## src/rtl/quan_pkg.sv

```systemverilog
// Shared widths and helpers for the per-channel requantisation pipeline.
package quan_pkg;

   localparam int unsigned DIN_W_DEF   = 18;
   localparam int unsigned MID_W_DEF   = 16;
   localparam int unsigned M0_W_DEF    = 16;
   localparam int unsigned SHIFT_W_DEF = 4;
   localparam int unsigned DOUT_W_DEF  = 8;
   localparam int unsigned CH_NUM_DEF  = 8;

   function automatic int unsigned ch_w(input int unsigned n);
      return (n < 2) ? 1 : $clog2(n);
   endfunction

   // Clamp a signed value into the range of a signed field of the given width.
   function automatic logic signed [63:0] sat_signed(input logic signed [63:0] v,
                                                     input int unsigned w);
      logic signed [63:0] hi;
      logic signed [63:0] lo;
      hi = (64'sd1 <<< (w - 1)) - 64'sd1;
      lo = -(64'sd1 <<< (w - 1));
      if (v > hi) return hi;
      if (v < lo) return lo;
      return v;
   endfunction

endpackage

```

## src/rtl/quan_param_table.sv

```systemverilog
// Per-channel requantisation parameters: one write port, one combinational read port.
module quan_param_table #(
   parameter int unsigned CH_NUM  = 8,
   parameter int unsigned CH_W    = 3,
   parameter int unsigned M0_W    = 16,
   parameter int unsigned SHIFT_W = 4,
   parameter int unsigned ZP_W    = 8
) (
   input  logic               clk,
   input  logic               rst_n,
   input  logic               we_i,
   input  logic [CH_W-1:0]    wr_ch_i,
   input  logic [M0_W-1:0]    m0_i,
   input  logic [SHIFT_W-1:0] shift_i,
   input  logic [ZP_W-1:0]    zp_i,
   input  logic [CH_W-1:0]    rd_ch_i,
   output logic [M0_W-1:0]    rd_m0_c,
   output logic [SHIFT_W-1:0] rd_shift_c,
   output logic [ZP_W-1:0]    rd_zp_c
);

   logic [M0_W-1:0]    m0_q    [CH_NUM];
   logic [SHIFT_W-1:0] shift_q [CH_NUM];
   logic [ZP_W-1:0]    zp_q    [CH_NUM];

   // Out-of-range channel indices are dropped.
   always_ff @(posedge clk or negedge rst_n) begin
      if (!rst_n) begin
         for (int unsigned i = 0; i < CH_NUM; i++) begin
            m0_q[i]    <= '0;
            shift_q[i] <= '0;
            zp_q[i]    <= '0;
         end
      end else if (we_i && (32'(wr_ch_i) < CH_NUM)) begin
         m0_q[wr_ch_i]    <= m0_i;
         shift_q[wr_ch_i] <= shift_i;
         zp_q[wr_ch_i]    <= zp_i;
      end
   end

   assign rd_m0_c    = m0_q[rd_ch_i];
   assign rd_shift_c = shift_q[rd_ch_i];
   assign rd_zp_c    = zp_q[rd_ch_i];

endmodule

```

## src/rtl/requant_pipe.sv

```systemverilog
// Four-stage per-channel requantiser: saturate, multiply, shift, offset/clamp.
// Define QUAN_ROUND_EN for round-half-up in the shift stage; default is floor.
module requant_pipe
   import quan_pkg::*;
#(
   parameter int unsigned DIN_W   = DIN_W_DEF,
   parameter int unsigned MID_W   = MID_W_DEF,
   parameter int unsigned M0_W    = M0_W_DEF,
   parameter int unsigned SHIFT_W = SHIFT_W_DEF,
   parameter int unsigned DOUT_W  = DOUT_W_DEF,
   parameter int unsigned CH_NUM  = CH_NUM_DEF,
   parameter int unsigned CH_W    = ch_w(CH_NUM)
) (
   input  logic               clk,
   input  logic               rst_n,
   input  logic               cfg_we,
   input  logic [CH_W-1:0]    cfg_ch,
   input  logic [M0_W-1:0]    cfg_m0,
   input  logic [SHIFT_W-1:0] cfg_shift,
   input  logic [DOUT_W-1:0]  cfg_zp,
   input  logic               in_valid,
   output logic               in_ready,
   input  logic               in_sof,
   input  logic [DIN_W-1:0]   din,
   output logic               out_valid,
   input  logic               out_ready,
   output logic [CH_W-1:0]    out_ch,
   output logic [DOUT_W-1:0]  dout
);

   localparam int unsigned P_W = MID_W + M0_W;
   localparam int unsigned R_W = P_W + 1;
   localparam int unsigned N_W = 8;
   localparam logic signed [63:0] Y_MAX = (64'sd1 <<< DOUT_W) - 64'sd1;

   logic                      en_c;
   logic                      acc_c;
   logic [CH_W-1:0]           ch_c;
   logic [CH_W-1:0]           ch_cnt_q, ch_cnt_d;
   logic [M0_W-1:0]           tbl_m0_c;
   logic [SHIFT_W-1:0]        tbl_shift_c;
   logic [DOUT_W-1:0]         tbl_zp_c;

   logic                      v1_q, v2_q, v3_q, out_valid_q;
   logic [CH_W-1:0]           ch1_q, ch2_q, ch3_q, out_ch_q;
   logic signed [MID_W-1:0]   s1_q, s1_d;
   logic signed [M0_W-1:0]    m0_1_q;
   logic [SHIFT_W-1:0]        sh1_q, sh2_q;
   logic [DOUT_W-1:0]         zp1_q, zp2_q, zp3_q;
   logic signed [P_W-1:0]     p2_q, p2_d;
   logic signed [R_W-1:0]     r3_q, r3_d;
   logic [DOUT_W-1:0]         dout_q, dout_d;
   logic [N_W-1:0]            n_c;
   logic signed [63:0]        q_c, y_c;
`ifdef QUAN_ROUND_EN
   logic signed [R_W-1:0]     rnd_c;
`endif

   quan_param_table #(
      .CH_NUM (CH_NUM),
      .CH_W   (CH_W),
      .M0_W   (M0_W),
      .SHIFT_W(SHIFT_W),
      .ZP_W   (DOUT_W)
   ) u_table (
      .clk       (clk),
      .rst_n     (rst_n),
      .we_i      (cfg_we),
      .wr_ch_i   (cfg_ch),
      .m0_i      (cfg_m0),
      .shift_i   (cfg_shift),
      .zp_i      (cfg_zp),
      .rd_ch_i   (ch_c),
      .rd_m0_c   (tbl_m0_c),
      .rd_shift_c(tbl_shift_c),
      .rd_zp_c   (tbl_zp_c)
   );

   // Global stall: every stage moves together only when the output slot frees up.
   always_comb begin
      en_c     = !out_valid_q || out_ready;
      acc_c    = in_valid && en_c;
      ch_c     = in_sof ? '0 : ch_cnt_q;
      ch_cnt_d = ch_cnt_q;
      if (acc_c) begin
         ch_cnt_d = (32'(ch_c) == CH_NUM - 1) ? '0 : ch_c + CH_W'(1);
      end
   end

   always_comb begin
      s1_d = MID_W'(sat_signed(64'($signed(din)), MID_W));
      p2_d = P_W'(s1_q) * P_W'(m0_1_q);
      n_c  = N_W'(M0_W - 1) + N_W'(sh2_q);
`ifdef QUAN_ROUND_EN
      rnd_c = R_W'(1) <<< (n_c - N_W'(1));
      r3_d  = (R_W'(p2_q) + rnd_c) >>> n_c;
`else
      r3_d  = R_W'(p2_q) >>> n_c;
`endif
      q_c  = sat_signed(64'(r3_q), DOUT_W);
      y_c  = q_c + $signed(64'(zp3_q));
      if (y_c < 64'sd0) begin
         dout_d = '0;
      end else if (y_c > Y_MAX) begin
         dout_d = '1;
      end else begin
         dout_d = DOUT_W'(y_c);
      end
   end

   always_ff @(posedge clk or negedge rst_n) begin
      if (!rst_n) begin
         ch_cnt_q    <= '0;
         v1_q        <= 1'b0;
         v2_q        <= 1'b0;
         v3_q        <= 1'b0;
         out_valid_q <= 1'b0;
         ch1_q       <= '0;
         ch2_q       <= '0;
         ch3_q       <= '0;
         out_ch_q    <= '0;
         s1_q        <= '0;
         m0_1_q      <= '0;
         sh1_q       <= '0;
         sh2_q       <= '0;
         zp1_q       <= '0;
         zp2_q       <= '0;
         zp3_q       <= '0;
         p2_q        <= '0;
         r3_q        <= '0;
         dout_q      <= '0;
      end else begin
         ch_cnt_q <= ch_cnt_d;
         if (en_c) begin
            // Parameters are captured with the beat so later table writes cannot reach it.
            v1_q        <= in_valid;
            ch1_q       <= ch_c;
            s1_q        <= s1_d;
            m0_1_q      <= tbl_m0_c;
            sh1_q       <= tbl_shift_c;
            zp1_q       <= tbl_zp_c;
            v2_q        <= v1_q;
            ch2_q       <= ch1_q;
            p2_q        <= p2_d;
            sh2_q       <= sh1_q;
            zp2_q       <= zp1_q;
            v3_q        <= v2_q;
            ch3_q       <= ch2_q;
            r3_q        <= r3_d;
            zp3_q       <= zp2_q;
            out_valid_q <= v3_q;
            out_ch_q    <= ch3_q;
            dout_q      <= dout_d;
         end
      end
   end

   assign in_ready  = en_c;
   assign out_valid = out_valid_q;
   assign out_ch    = out_ch_q;
   assign dout      = dout_q;

endmodule

```

## config.mk

```make
export PLATFORM = sky130hd
export DESIGN_NAME = requant_pipe
export DESIGN_NICKNAME = d
export VERILOG_FILES = /design/src/rtl/quan_pkg.sv /design/src/rtl/quan_param_table.sv /design/src/rtl/requant_pipe.sv
export SDC_FILE = /design/constraint.sdc
export NUM_CORES = 1
export LEC_CHECK = 0
export CORE_UTILIZATION = 45
export DETAILED_ROUTE_END_ITERATION = 6
export SLEW_MARGIN = 20
export SYNTH_ARGS = -nofsm -noshare
export SYNTH_HDL_FRONTEND = slang
export SYNTH_HIERARCHICAL = 1
export SYNTH_SLANG_ARGS = --single-unit
```

## constraint.sdc

```tcl
create_clock -name clk -period 17.45 [get_ports clk]
set_input_delay 3.49 -clock clk [delete_from_list [all_inputs] [get_ports clk]]
set_output_delay 3.49 -clock clk [all_outputs]
set_load 0.02 [all_outputs]
```

==> impl_summary.txt, run 1 <==
----------------------------------------------------
[Outcome]
  Result of the run ... finished clean

[Timing]
  Maximum frequency from static timing analysis ... 110 MHz
  Max Slew Vio Count ... 0
  Relative slew slack ... 32.5%
  Sum of negative setup slack ... 0 ps
  Count of final setup violators ... 0
  Number of hold violations in the final report ... 0
  Setup repair after global routing missed its margin ... false
  Setup skew after layout ... 27.0 ps
  Slew at the pin closest to its max-slew limit ... 1010 ps
  Tcrit/Tclk final ... 52.2%
  Final worst path period need ... 9110 ps

[Placed design]
  GP Congestion ... 0.862
  I/O Buffers ... 67
  Estimated wirelength of the detail-placed design ... 47,300 um

[Detailed routing]
  Routed WL ... 66,800 um
  Post-route antenna net violation count ... 0
  Pre-Repair DR Iteration Count ... 5
  Detailed router's first-iteration violation count ... 1,198
  Detailed-route DRC error count ... 0
  Routed length per placed instance ... 18.7 um
  Via density ... 5.48
  Via count of the routed design ... 19,600

[Critical path]
  Worst flop-to-flop path startpoint ... m0_1_q[1]
  Critical Path End Type ... output pin
  Data arrival at the endpoint of the critical path ... 5620 ps
  Critical Path Source ... out_ready
  Cells traversed along the worst timing path ... clkdlybuf4s50_1, nor2b_4, buf_4, inv_4, clkdlybuf4s50_1
  Critical Path Source Type ... input pin
  Required time of the worst setup path ... 13,960 ps
  Peak fanout along the critical path ... 87
  R2R Setup Slk ... 10,490 ps
  Slowest-stage cell, CP ... sky130_fd_sc_hd__clkdlybuf4s50_1
  Capture instance of the worst register-to-register path ... p2_q[30]
  FF-to-FF path depth ... 19
  Type of the worst setup path ... in2out
  Most frequent cell on the critical path ... sky130_fd_sc_hd__clkdlybuf4s50_1
  Slowest stage delay, CP ... 760 ps

[Logic synthesis]
  Share of the synthesized area in the top cell type ... 33.1%
  Flip-flop and latch count after synthesis ... 379
  Cell area after technology mapping ... 0.0287 mm^2
  Average cell area after synthesis ... 10.6 um^2
  Post-synthesis net count ... 3,130
  Most area-hungry cell type in the Yosys netlist ... sky130_fd_sc_hd__dfrtp_1
  Post-synth ARST share ... 100%
  Primary flip-flop cell chosen by synthesis mapping ... sky130_fd_sc_hd__dfrtp_1
  Sequential-to-total area share from yosys stat ... 33.1%
  Most frequently used cell type in the post-synthesis netlist ... sky130_fd_sc_hd__nand2_1
  Post-synth EDFFs ... 0
  Top cell types by occurrence after synthesis ... sky130_fd_sc_hd__nand2_1 (463), sky130_fd_sc_hd__dfrtp_1 (379), sky130_fd_sc_hd__inv_1 (308)
  Cells taking the most area after synthesis ... sky130_fd_sc_hd__dfrtp_1 (33%), sky130_fd_sc_hd__fa_1 (18%), sky130_fd_sc_hd__mux2_1 (6.3%)
  Synthesized instance count ... 2,716
  Unique masters post-synth ... 90
  YS warnings ... 6

[Hold path]
  Hold Path Sink ... zp1_q[1]
  Hold Crit Start ... zp1_q[1]
  Worst hold path cell count ... 2
  Class of the worst hold path ... reg2reg

[Floorplanning]
  Initial core utilization ... 45.5%
  Ports ... 68
  Width of the die ... 254 um
  Placement Rows ... 92
  Total Die Area ... 0.0647 mm^2
  Core footprint ... 0.0630 mm^2
  Die span in y ... 254 um

[GRT]
  Number of antenna violations at the first check in global routing ... 2
  Number of global-route vias before repair ... 20,300
  Total congestion overflow after global routing ... 0
  Global-route wire length before repair ... 110,000 um
  Global-route usage over all layers ... 21.5%
  Pin count of the biggest net entering global routing ... 88

[CTS]
  Gates resized, CTS repair ... 0
  H-Tree Level Count ... 2
  TritonCTS Buffers ... 43
  TritonCTS sink count ... 379
  Number of post-CTS setup repair buffers ... 0
  CTS tree ... yes
  Root buffer selected by CTS ... sky130_fd_sc_hd__clkbuf_16
  Register clock-pin slew on the reported worst setup and hold paths ... 60 ps
  Largest buffer count on any clock path ... 3
  Count of hold-fix buffers inserted at cts ... 0
  Worst-Skew Late Latency ... 580 ps

[Final layout]
  Seq. cell area ... 0.00948 mm^2
  Share of layout cells above drive strength 1 ... 10.4%
  Share of the core filled with cells ... 49.7%
  Filler cells ... 5,721
  Combined area of the multi-input logic cells ... 0.0173 mm^2
  NumNets Final ... 3,118
  Area growth, synth to finish ... 9.21%

[Run]
  Reported max-cap violation count ... 0

----------------------------------------------------
[worst max-delay path, delay by kind of cell]
family / cells / cell delay [ps]
buf+inv: 4 / 2080
simple gates: 1 / 50
[registers in the layout, indices dropped and copies added (netlist names)]
register / count
s1_q: 16
v3_q: 1
zp2_q: 8
sh2_q: 4
r3_q: 32
ch1_q: 3
dout: 8
u_table/zp_q: 64
zp1_q: 8
ch3_q: 3
ch2_q: 3
ch_cnt_q: 3
out_valid: 1
u_table/m0_q: 128
v1_q: 1
u_table/shift_q: 32
p2_q: 32
out_ch: 3
sh1_q: 4
m0_1_q: 16
zp3_q: 8
v2_q: 1
[worst max path at each step]
stage	end	slack [ps]
final	in_ready	8340
after global routing	in_ready	8200
after CTS	in_ready	8270
after detailed placement	in_ready	8280
after global placement	in_ready	8270
after floorplan	in_ready	9490
[per-stage QoR]
| stage | cells | setup slack (ps) | instance area, um^2 | hold slack (ps) |
|---|---|---|---|---|
| 2_1_floorplan | 2716 | 9490 | 28700 | 430 |
| 3_3_place_gp | 3505 | 8270 | 29900 | 449 |
| 3_5_place_dp | 3505 | 8280 | 29900 | 456 |
| 4_1_cts | 3577 | 8270 | 31300 | 468 |
| 5_1_grt | 3578 | 8200 | 31300 | 490 |
| 6_report | 3578 | 8340 | 31300 | 466 |
[cells in the final DEF (no fill, tap or decap), types with 14 or more instances in the layout]
cell type / instances
sky130_fd_sc_hd__a211oi_1: 28
sky130_fd_sc_hd__a21o_1: 19
sky130_fd_sc_hd__a21oi_1: 102
sky130_fd_sc_hd__a31oi_1: 18
sky130_fd_sc_hd__and2_1: 103
sky130_fd_sc_hd__buf_4: 26
sky130_fd_sc_hd__clkbuf_16: 43
sky130_fd_sc_hd__clkdlybuf4s50_1: 66
sky130_fd_sc_hd__dfrtp_1: 379
sky130_fd_sc_hd__fa_1: 263
sky130_fd_sc_hd__ha_1: 96
sky130_fd_sc_hd__inv_1: 307
sky130_fd_sc_hd__mux2_1: 160
sky130_fd_sc_hd__mux2_2: 98
sky130_fd_sc_hd__mux2i_1: 23
sky130_fd_sc_hd__mux4_2: 61
sky130_fd_sc_hd__nand2_1: 463
sky130_fd_sc_hd__nand2b_1: 22
sky130_fd_sc_hd__nor2_1: 88
sky130_fd_sc_hd__nor3_1: 14
sky130_fd_sc_hd__o21ai_0: 107
sky130_fd_sc_hd__xnor2_1: 24
sky130_fd_sc_hd__xor2_1: 22
[logic make-up after synthesis]
logic type,share of synthesized area [%]
AOI/OAI and AO/OA,7.67
xor gates and xnor gates,1.47
adders and majority gates,22.6
buffers and inverters,6.61
DFF,33.1
muxes,16.4
and+or+nand+nor,12.2
[final cells by class]
class / count / share of cell area, %
inverters: 310 / 3.73
multi-input cells: 1876 / 55.4
diodes: 1 / 0.00799
clock buffers: 57 / 3.77
repair buffers: 94 / 2.82
flip-flops and latches: 379 / 30.3
well taps: 846 / 3.38
clock inverters: 15 / 0.624
[layer usage]
layer  track usage (%)  vias to the layer above  wire [um]
li1                  -                     8981          -
met1              28.5                    10200      29100
met2              36.9                      354      33800
met3              3.20                      107       2540
met4              5.06                        2       1360
met5                 0                        -         17
Power of run 1 is not shown: default switching activity piles up to over one toggle a cycle in this logic, so the estimate is an artifact.
==> run 2, diff against run 1 <==
==> constraint.sdc (replaced) <==
create_clock -name clk -period 7.8 [get_ports clk]
set_input_delay 1.56 -clock clk [delete_from_list [all_inputs] [get_ports clk]]
set_output_delay 1.56 -clock clk [all_outputs]
set_load 0.02 [all_outputs]
==> run 2 against run 1 <==
Against the previous run:
- die area unchanged
- via count about the same
- routed wire length grew 1.2%
- design area increased by 0.30%
- global-route usage grew 0.41 points
- first-iteration DRC count is 3.8% lower
- clock-buffer cell count is 6 higher
- hold slack got worse by 8.5 ps
- sequential cell count did not move
==> impl_summary.txt, run 2 (synthesized netlist as in run 1, its figures left out) <==
----------------------------------------------------
[Critical path]
  Number of buffer and inverter instances along the worst setup path ... 3
  Critical Path End Type ... flip-flop
  Largest delay contributor family on the critical path ... adder cells
  Slowest stage delay, CP ... 900 ps
  Slowest-stage cell, CP ... sky130_fd_sc_hd__fa_1
  Peak fanout along the critical path ... 17
  Data arrival at the endpoint of the critical path ... 7340 ps
  Most frequent cell on the critical path ... sky130_fd_sc_hd__fa_1
  Critical Path Source Type ... flip-flop
  Required time of the worst setup path ... 8250 ps
  Type of the worst setup path ... reg2reg
  R2R Setup Slk ... 920 ps
  Cells traversed along the worst timing path ... nand2_1, inv_1, fa_1, fa_1, inv_1, fa_1, inv_1, fa_1, fa_1, fa_1, ha_1, and2_1, nand2_1, nor2_1, a21oi_1, a211oi_1, o41ai_1, a21oi_1, nand3b_1

[Outcome]
  Result of the run ... finished clean

[Final layout]
  Area growth, synth to finish ... 9.53%
  Leading cell types in the layout, fill and taps excluded ... sky130_fd_sc_hd__nand2_1 (463), sky130_fd_sc_hd__dfrtp_1 (379), sky130_fd_sc_hd__inv_1 (307), sky130_fd_sc_hd__fa_1 (263), sky130_fd_sc_hd__mux2_1 (160)
  Share of layout cells above drive strength 1 ... 10.4%
  Regs by FF count ... u_table/m0_q: 128 flops, u_table/zp_q: 64 flops
  Register with the most flip-flops ... u_table/m0_q
  NumNets Final ... 3,117
  Share of the core filled with cells ... 49.9%
  Most frequent standard cell in the layout excluding fill and tap cells ... sky130_fd_sc_hd__nand2_1
  Max FFs per register ... 128

[Timing]
  Sum of negative setup slack ... 0 ps
  Maximum frequency from static timing analysis ... 145 MHz
  Setup repair after global routing missed its margin ... false
  Max Slew Vio Count ... 0
  Slew at the pin closest to its max-slew limit ... 1060 ps
  Count of final setup violators ... 0
  Relative slew slack ... 29.5%
  Tcrit/Tclk final ... 88.3%
  Number of hold violations in the final report ... 0
  Setup skew after layout ... 14.8 ps
  Final worst path period need ... 6880 ps

[GRT]
  Total congestion overflow after global routing ... 0
  Number of global-route vias before repair ... 20,600
  Global-route wire length before repair ... 112,000 um
  Pin count of the biggest net entering global routing ... 141
  Number of antenna violations at the first check in global routing ... 1
  Global-route usage over all layers ... 21.9%

[CTS]
  CTS tree ... yes
  Largest buffer count on any clock path ... 3
  TritonCTS sink count ... 379
  Worst-Skew Late Latency ... 580 ps
  Count of hold-fix buffers inserted at cts ... 0
  Gates resized, CTS repair ... 0
  H-Tree Level Count ... 2
  TritonCTS Buffers ... 43
  Root buffer selected by CTS ... sky130_fd_sc_hd__clkbuf_16
  Number of post-CTS setup repair buffers ... 0
  Register clock-pin slew on the reported worst setup and hold paths ... 60 ps

[Placed design]
  Estimated wirelength of the detail-placed design ... 48,900 um
  GP Congestion ... 0.880
  I/O Buffers ... 67

[Detailed routing]
  Detailed-route DRC error count ... 0
  Routed length per placed instance ... 18.9 um
  Pre-Repair DR Iteration Count ... 7
  Detailed router's first-iteration violation count ... 1,152
  Routed WL ... 67,600 um
  Post-route antenna net violation count ... 0
  Via density ... 5.47
  Via count of the routed design ... 19,600

[Run]
  Reported max-cap violation count ... 0

[Floorplanning]
  Ports ... 68
  Die span in y ... 254 um
  Total Die Area ... 0.0647 mm^2
  Placement Rows ... 92
  Initial core utilization ... 45.5%
  Width of the die ... 254 um
  Core footprint ... 0.0630 mm^2

[Hold path]
  Class of the worst hold path ... reg2reg

----------------------------------------------------
## run 2: metal layers
metal | vias to the layer above | wire length, um | track usage, % | share of wire [%]
met3 | 96 | 2970 | 2.91 | 4.4
met1 | 10100 | 29400 | 29.8 | 43
met5 | - | 0 | 0 | 0
met4 | 0 | 1500 | 5.34 | 2.2
li1 | 8976 | - | - | -
met2 | 401 | 33800 | 36.9 | 50
## run 2: worst paths after layout
path	startpoint	end	cells past startpoint
min	v3_q	v3_q	2
min in group asynchronous	rst_n	u_table/zp_q[48]	1
max reg2reg	m0_1_q[1]	p2_q[31]	19
max in group asynchronous	rst_n	s1_q[10]	2
min reg2reg	v3_q	v3_q	2
max	m0_1_q[1]	p2_q[31]	19
## run 2: cell type report
| type | count | area [um^2] |
|---|---|---|
| Tap cell | 846 | 1060 |
| Clock buffer | 63 | 1240 |
| Inverter | 310 | 1170 |
| Clock inverter | 14 | 225 |
| Fill cell | 5691 | 31600 |
| Antenna cell | 1 | 2.50 |
| Sequential cell | 379 | 9480 |
| Timing Repair Buffer | 93 | 883 |
| Multi-Input combinational cell | 1876 | 17300 |
## run 2: tightest hold or removal path, delay by kind of cell (launching register included)
| kind | cells | cell delay, ps |
|---|---|---|
| flops | 1 | 330 |
| simple gates | 2 | 100 |
## run 2: per-stage QoR
| step | std cells | area (um^2) | hold WS (ps) | worst slack (ps) |
|---|---|---|---|---|
| after floorplan | 2716 | 28700 | 430 | 1570 |
| after global placement | 3504 | 29900 | 446 | 1050 |
| after detailed placement | 3504 | 29900 | 452 | 939 |
| after CTS | 3581 | 31400 | 465 | 903 |
| after global routing | 3582 | 31400 | 491 | 407 |
| final | 3582 | 31400 | 458 | 916 |
Power of run 2 is left out for the same reason.
